**src/rtl/cache_feed_fifo_if.sv**
```systemverilog
// Handshake bundle between a byte producer, the feed FIFO and the cache dataIn lane.
// The master side drives the producer beats and the consumer ready. The slave side is the FIFO.
interface cache_feed_fifo_if #(
  parameter int WIDTH = 8,
  parameter int AW    = 2
);
  logic [WIDTH-1:0] in_data;
  logic             in_valid;
  logic             in_ready;
  logic [WIDTH-1:0] out_data;
  logic             out_valid;
  logic             out_ready;
  logic [AW:0]      count;
  logic [7:0]       drop_count;

  modport master (
    output in_data, in_valid, out_ready,
    input  in_ready, out_data, out_valid, count, drop_count
  );

  modport slave (
    input  in_data, in_valid, out_ready,
    output in_ready, out_data, out_valid, count, drop_count
  );
endinterface

```
**src/rtl/cache_feed_fifo.sv**
```systemverilog
// Byte FIFO in front of the cache dataIn lane, with valid/ready on both sides.
// It also keeps a saturating count of producer beats refused while the FIFO is full.
module cache_feed_fifo #(
  parameter int WIDTH = 8,
  parameter int DEPTH = 4,
  parameter int AW    = 2
) (
  input  logic            clock,
  input  logic            clear,
  cache_feed_fifo_if.slave bus
);
  localparam logic [AW:0] FULL_CNT = (AW+1)'(DEPTH);

  logic [WIDTH-1:0] mem_q [DEPTH];
  logic [WIDTH-1:0] mem_d [DEPTH];
  logic [AW-1:0]    wr_ptr_q, wr_ptr_d;
  logic [AW-1:0]    rd_ptr_q, rd_ptr_d;
  logic [AW:0]      count_q, count_d;
  logic [7:0]       drop_q, drop_d;
  logic             in_ready, out_valid, push, pop;

  // A full FIFO refuses a beat even when a pop lands on the same edge.
  always_comb begin
    in_ready  = ~clear & (count_q != FULL_CNT);
    out_valid = (count_q != '0);
    push      = bus.in_valid & in_ready;
    pop       = out_valid & bus.out_ready & ~clear;
  end

  always_comb begin
    mem_d    = mem_q;
    wr_ptr_d = wr_ptr_q;
    rd_ptr_d = rd_ptr_q;
    count_d  = count_q;
    drop_d   = drop_q;
    if (push) begin
      mem_d[wr_ptr_q] = bus.in_data;
      wr_ptr_d        = wr_ptr_q + 1'b1;
    end
    if (pop) rd_ptr_d = rd_ptr_q + 1'b1;
    case ({push, pop})
      2'b10:   count_d = count_q + 1'b1;
      2'b01:   count_d = count_q - 1'b1;
      default: count_d = count_q;
    endcase
    if (bus.in_valid & ~in_ready & ~clear & (drop_q != 8'hff))
      drop_d = drop_q + 1'b1;
  end

  always_ff @(posedge clock) begin
    if (clear) begin
      wr_ptr_q <= '0;
      rd_ptr_q <= '0;
      count_q  <= '0;
      drop_q   <= '0;
    end else begin
      wr_ptr_q <= wr_ptr_d;
      rd_ptr_q <= rd_ptr_d;
      count_q  <= count_d;
      drop_q   <= drop_d;
    end
  end

  // Storage needs no reset because out_valid masks any stale entry.
  always_ff @(posedge clock) begin
    mem_q <= mem_d;
  end

  always_comb begin
    bus.in_ready   = in_ready;
    bus.out_valid  = out_valid;
    bus.out_data   = out_valid ? mem_q[rd_ptr_q] : '0;
    bus.count      = count_q;
    bus.drop_count = drop_q;
  end
endmodule
```
**src/flat_wrapper.sv**
```systemverilog
// flat-port wrapper written by rule: the top's interface ports become plain ports
module cache_feed_fifo_flat 
#(
  parameter int WIDTH = 8,
  parameter int DEPTH = 4,
  parameter int AW    = 2
)
  (clock, clear, bus_in_data, bus_in_valid, bus_out_ready, bus_in_ready, bus_out_data, bus_out_valid, bus_count, bus_drop_count);
  cache_feed_fifo_if #(.WIDTH(WIDTH), .AW(AW)) bus_i ();
  input  logic clock;
  input  logic clear;
  input wire logic [$bits(bus_i.in_data)-1:0] bus_in_data;
  input wire logic [$bits(bus_i.in_valid)-1:0] bus_in_valid;
  input wire logic [$bits(bus_i.out_ready)-1:0] bus_out_ready;
  output wire logic [$bits(bus_i.in_ready)-1:0] bus_in_ready;
  output wire logic [$bits(bus_i.out_data)-1:0] bus_out_data;
  output wire logic [$bits(bus_i.out_valid)-1:0] bus_out_valid;
  output wire logic [$bits(bus_i.count)-1:0] bus_count;
  output wire logic [$bits(bus_i.drop_count)-1:0] bus_drop_count;
  assign bus_i.in_data = bus_in_data;
  assign bus_i.in_valid = bus_in_valid;
  assign bus_i.out_ready = bus_out_ready;
  assign bus_in_ready = bus_i.in_ready;
  assign bus_out_data = bus_i.out_data;
  assign bus_out_valid = bus_i.out_valid;
  assign bus_count = bus_i.count;
  assign bus_drop_count = bus_i.drop_count;
  cache_feed_fifo #(.WIDTH(WIDTH), .DEPTH(DEPTH), .AW(AW)) u_core (.clock(clock), .clear(clear), .bus(bus_i));
endmodule
```
**config.mk**
```make
export PLATFORM = sky130hd
export DESIGN_NAME = cache_feed_fifo_flat
export DESIGN_NICKNAME = d
export VERILOG_FILES = /design/src/rtl/cache_feed_fifo_if.sv /design/src/rtl/cache_feed_fifo.sv /design/src/flat_wrapper.sv
export SDC_FILE = /design/constraint.sdc
export NUM_CORES = 1
export LEC_CHECK = 0
export CAP_MARGIN = 40
export CORE_MARGIN = 1.5
export CORE_UTILIZATION = 56
export DETAILED_ROUTE_END_ITERATION = 8
export GPL_ROUTABILITY_DRIVEN = 0
export PLACE_DENSITY = 0.87
export SLEW_MARGIN = 25
export SYNTH_ARGS = -nofsm -noshare
export SYNTH_HDL_FRONTEND = slang
export SYNTH_SLANG_ARGS = --single-unit
```
**constraint.sdc**
```tcl
create_clock -name clock -period 3.8 [get_ports clock]
set_input_delay 0.57 -clock clock [delete_from_list [all_inputs] [get_ports clock]]
set_output_delay 0.57 -clock clock [all_outputs]
set_load 0.05 [all_outputs]
```
==> out/summary.txt, run 1 <==
First-pass iteration count of the detailed router: 4
Pin count of the biggest net entering global routing: 15
Wirelength per Cell: 15.7 µm
Worst Path Max Fanout: 10
Period utilization: 81.5%
LEAKAGE: 0.817 nW
Nets: 197
Worst hold slack: 0.515 ns
Post-synth EDFFs: 32
Fin. Hold Viols: 0
First-pass GRT wire length: 5870 µm
Clock Latency Late Sink: 0.35 ns
Fmax: 0.323 GHz
Share of cells above drive strength 1: 13.4%
Die Width: 63.1 µm
Post-CTS Setup Inserts: 0
I/O Pins: 33
Syn_nets: 161
Post-synth cell types: 35
Hold Crit Class: reg -> reg
Cts repair resizes: 0
Seq cells post-synth: 47
TritonCTS clock tree: done
H-tree depth: 2
Post-synth top flop: edfxtp_1
Worst vdd ir: 0.259 mV
Peak per-stage delay on the critical path: 0.73 ns
Placeable Area: 3420 µm²
DRT Wirelength: 3540 µm
Crit Path Category: reg -> out
Required time of the critical path: 3.23 ns
All-Layer GR Usage: 19.5%
Pins over their slew limit: 0
Syn Std Cell Area: 2030 µm²
Synth warn: 0
# diodes: 0
Max-cap violations: 0
Hold-fix buffers, CTS: 0
Syn avg cell area: 14.3 µm²
Unrepaired setup endpoints after global routing: false
DRC: 0
Layout area overhead: 20.8%
Die height: 63.1 µm
Port Buffer Count: 32
Final ANT Viol Nets: 0
Root buf cell: clkbuf_4
Worst path bufs/invs: 1
Worst-path cell chain: mux4_2 -> and2_1 -> clkdlybuf4s50_1
Iter 0 DRT Violations: 62
Worst EP arrival: 2.53 ns
Power density cells: 418 nW/µm²
CTS max path bufs: 2
Post-Route Setup TNS: 0 ns
Slew @ Worst Pin: 0.606 ns
Row cnt: 21
DP Wirelength: 2580 µm
Max_slew headroom: 59.5%
Crit start category: flip-flop
Post-Synthesis Cells: 142
Critical path's top delay family: flip-flops
Via Count: 1253
Vias in the first global route: 1267
Pre-CTS WS: 0.954 ns
Status: finished clean
CP Capture Type: primary output
Vias/cell: 5.57
Final Cell Area: 2450 µm²
Seq/Total Area, Yosys: 62.3%
Clk sink count: 47
Grt ovf: 0
Clock Pin Slew Worst Setup and Hold Paths: 0.13 ns
DP Area: 2390 µm²
Worst Clk Skew: 0.0165 ns
Initial Utilization: 59.3%
Die area: 3990 µm²
Crit-path slowest cell: dfxtp_1
TritonCTS Buffers: 5
Asr flop ratio synth: 0%
# setup viols final: 0
Initial antenna violation count: 0
Post-route worst setup slack: 0.704 ns
Crit path time final: 3.10 ns
[worst paths after layout]
| kind | start | endpoint | slack, ns | cells after the start |
|---|---|---|---|---|
| worst max register to register | u_core.bus.count[0]$_SDFFE_PP0P_ | u_core.bus.count[2]$_SDFFE_PP0P_ | 1.45 | 9 |
| worst min register to register | u_core.bus.drop_count[5]$_SDFFE_PP0P_ | u_core.bus.drop_count[5]$_SDFFE_PP0P_ | 0.52 | 2 |
| worst min-delay path | u_core.bus.drop_count[5]$_SDFFE_PP0P_ | u_core.bus.drop_count[5]$_SDFFE_PP0P_ | 0.52 | 2 |
| worst max-delay path | u_core.rd_ptr_q[0]$_SDFFE_PP0P_ | bus_out_data[2] | 0.70 | 3 |
[area by class of cell]
type | instances | area [µm²]
Sequential cell | 47 | 1260
Clock inverter | 2 | 12.5
Fill cell | 228 | 968
Multi-Input combinational cell | 82 | 709
Inverter | 8 | 30.0
Tap cell | 46 | 57.6
Timing Repair Buffer | 34 | 335
Clock buffer | 6 | 41.3
[cells in the mapped netlist (all sizes together), types with 2 or more instances]
| library cell | instances | area share (%) |
|---|---|---|
| edfxtp | 32 | 47 |
| dfxtp | 15 | 15 |
| and2 | 12 | 4.0 |
| nor2 | 11 | 2.0 |
| inv | 8 | 1.5 |
| mux4 | 8 | 8.9 |
| a21oi | 6 | 1.5 |
| ha | 6 | 3.7 |
| xor2 | 6 | 2.6 |
| or3 | 5 | 1.6 |
| buf | 4 | 1.1 |
| nand2 | 4 | 0.74 |
| o21ai | 4 | 0.99 |
| nand3 | 3 | 0.74 |
| a31oi | 2 | 0.62 |
[per-layer routing]
layer | GRT usage (%) | part of all wire (%) | routed length, µm
met4 | 6.94 | 1.5 | 53
met1 | 23.6 | 41 | 1440
met5 | 0 | 0 | 0
met3 | 3.93 | 3.8 | 135
met2 | 34.6 | 54 | 1920
[kinds of logic after synthesis]
kind of cell | count (synthesis) | synth area share [%]
flip-flops | 47 | 62.3
AND/OR/NAND/NOR | 42 | 12.8
AO/OA/AOI/OAI | 17 | 5.07
buffers and inverters | 13 | 2.72
multiplexers | 9 | 9.39
XOR/XNOR | 7 | 3.03
adder cells (fa/ha/maj) | 7 | 4.69
[cell usage in the layout (no fill, tap or decap), types with 4 or more instances in the layout]
| cell type | synthesis | routed |
|---|---|---|
| a21oi_1 | 6 | 6 |
| and2_1 | 8 | 8 |
| and2_2 | 4 | 4 |
| clkbuf_4 | 0 | 5 |
| clkdlybuf4s50_1 | 0 | 32 |
| dfxtp_1 | 15 | 15 |
| edfxtp_1 | 32 | 32 |
| ha_1 | 6 | 6 |
| inv_1 | 8 | 8 |
| mux4_2 | 8 | 8 |
| nand2_1 | 4 | 4 |
| nor2_1 | 11 | 11 |
| o21ai_0 | 4 | 4 |
| or3_1 | 4 | 4 |
| xor2_1 | 6 | 6 |
[per-stage QoR]
step | total power, mW | util, % | cells
final | 1.02 | 71.6 | 225
after global routing | 1.07 | 71.6 | 225
after CTS | 1.03 | 71.6 | 225
after detailed placement | 0.815 | 70.1 | 217
after global placement | 0.808 | 70.1 | 217
after floorplan | 0.742 | - | 142
[report_power, final]
group / internal [mW] / switching [mW]
clock network: 0.0716 / 0.148
registers: 0.563 / 0.0197
logic: 0.0896 / 0.130
[sequential cells by signal, summed over array words and instances, names as in the netlist]
signal and cells:
u_core.rd_ptr_q 2, u_core.bus.count 3, u_core.bus.drop_count 8, u_core.wr_ptr_q 2, u_core.mem_q 32
[worst reg2reg max path, cell delays in order (launching register included)]
cell and delay [ns]:
dfxtp_1 0.39, or3_2 0.62, nand2_1 0.15, nor2_1 0.06, ha_1 0.24, inv_1 0.09
fa_1 0.20, xor2_1 0.09, or3_1 0.31, a21oi_1 0.14
No activity file was read; power rests on OpenSTA's default activity.
==> inputs of run 2 (changes only) <==
--- a/config.mk
+++ b/config.mk
@@ -7,10 +7,10 @@
 export LEC_CHECK = 0
 export CAP_MARGIN = 40
 export CORE_MARGIN = 1.5
-export CORE_UTILIZATION = 56
+export CORE_UTILIZATION = 47
 export DETAILED_ROUTE_END_ITERATION = 8
 export GPL_ROUTABILITY_DRIVEN = 0
-export PLACE_DENSITY = 0.87
+export PLACE_DENSITY = 0.78
 export SLEW_MARGIN = 25
 export SYNTH_ARGS = -nofsm -noshare
 export SYNTH_HDL_FRONTEND = slang
==> constraint.sdc (replaced) <==
create_clock -name clock -period 2.7 [get_ports clock]
set_input_delay 0.405 -clock clock [delete_from_list [all_inputs] [get_ports clock]]
set_output_delay 0.405 -clock clock [all_outputs]
set_load 0.05 [all_outputs]
==> out/summary.txt, run 2 (synthesis results as in run 1) <==
Fin util: 61.3%
CTS max path bufs: 2
DRC: 0
Worst Path Max Fanout: 11
Status: finished clean
DP Area: 2410 µm²
TritonCTS Buffers: 5
Fmax: 0.385 GHz
Required time of the critical path: 2.30 ns
Initial antenna violation count: 0
Max-cap violations: 0
Reg2reg path depth: 9
Hold Path Sink: u_core.bus.drop_count[5]$_SDFFE_PP0P_
Worst EP arrival: 2.19 ns
Port Buffer Count: 32
CP Capture Type: primary output
Max_slew headroom: 65.8%
All-Layer GR Usage: 16.3%
Clock Latency Late Sink: 0.29 ns
Vias in the first global route: 1200
Pins over their slew limit: 0
Reg-to-reg slack, setup: 0.43 ns
Wirelength per Cell: 14.6 µm
Root buf cell: clkbuf_8
Post-route insts no fill: 231
Hold Crit Class: reg -> reg
FF-to-FF End: u_core.bus.count[2]$_SDFFE_PP0P_
Row cnt: 23
Vias/cell: 5.26
Die height: 68.7 µm
Post-Route Setup TNS: 0 ns
DRT Wirelength: 3380 µm
Commonest non-fill, non-tap cell in the layout: edfxtp_1
Crit path time final: 2.60 ns
Hold Path Stages: 2
Max reg flops: 32
Crit Path Category: reg -> out
Die area: 4710 µm²
Initial Utilization: 49.9%
Cts repair resizes: 0
Hold-fix buffers, CTS: 0
Clock Pin Slew Worst Setup and Hold Paths: 0.08 ns
Fin. Hold Viols: 0
Share of cells above drive strength 1: 17.7%
I/O Pins: 33
Post-CTS Setup Inserts: 0
Final Cell Area: 2490 µm²
Pin count of the biggest net entering global routing: 14
Worst vdd ir: 0.380 mV
# setup viols final: 0
First-pass GRT wire length: 5460 µm
Placeable Area: 4060 µm²
Iter 0 DRT Violations: 89
Slew @ Worst Pin: 0.511 ns
Largest Register: u_core.mem_q
Grt ovf: 0
Cell count after placement: 223
Via Count: 1215
Most frequent cells in the layout: 32 x edfxtp_1, 24 x clkdlybuf4s50_1, 15 x dfxtp_1
Period utilization: 96.2%
Layout area overhead: 22.7%
Unrepaired setup endpoints after global routing: false
LEAKAGE: 0.858 nW
Worst hold start: u_core.bus.drop_count[5]$_SDFFE_PP0P_
Total Power: 1.51 mW
Clk sink count: 47
Pre-CTS WS: 0.206 ns
Worst r2r src: u_core.bus.count[0]$_SDFFE_PP0P_
Power density cells: 609 nW/µm²
H-tree depth: 2
Worst Clk Skew: 0.00695 ns
DP Wirelength: 2440 µm
# diodes: 0
Post-route worst setup slack: 0.101 ns
Crit start category: flip-flop
Nets: 199
Die Width: 68.7 µm
First-pass iteration count of the detailed router: 4
Worst hold slack: 0.513 ns
TritonCTS clock tree: done
Final ANT Viol Nets: 0
run 2: where the power goes:
part           internal (mW)  total [mW]  switching [mW]
clock network          0.177       0.386           0.210
registers              0.792       0.808          0.0162
logic                  0.125       0.320           0.195
run 2: how the worst max path moves through the flow:
stage	startpoint	to	slack, ns	cells after the start
global route	u_core.bus.count[0]$_SDFFE_PP0P_	bus_out_data[6]	0.04	3
floorplan	u_core.bus.count[0]$_SDFFE_PP0P_	u_core.bus.count[2]$_SDFFE_PP0P_	0.001	10
global placement	clear	u_core.bus.count[2]$_SDFFE_PP0P_	0.29	9
finish	u_core.bus.count[0]$_SDFFE_PP0P_	bus_out_data[6]	0.10	3
CTS	u_core.bus.count[0]$_SDFFE_PP0P_	bus_out_data[6]	0.08	3
detailed placement	clear	u_core.bus.count[2]$_SDFFE_PP0P_	0.21	9
run 2: cell type report:
cell class / count / area, µm²
Fill cell: 292 / 1570
Sequential cell: 47 / 1260
Multi-Input combinational cell: 82 / 709
Timing Repair Buffer: 36 / 343
Clock buffer: 6 / 72.6
Tap cell: 50 / 62.6
Inverter: 8 / 30.0
Clock inverter: 2 / 7.51
run 2: critical path, cell delays in order, from the launching register on:
cell             delay [ns]
dfxtp_1                0.38
or3_2                  0.63
and2_1                 0.20
clkdlybuf4s50_1        0.69
run 2: layer usage:
metal	routed length, µm	global-route usage, %
met1	1430	19.4
met5	0	0
met2	1790	27.9
met3	132	3.57
met4	23	8.25
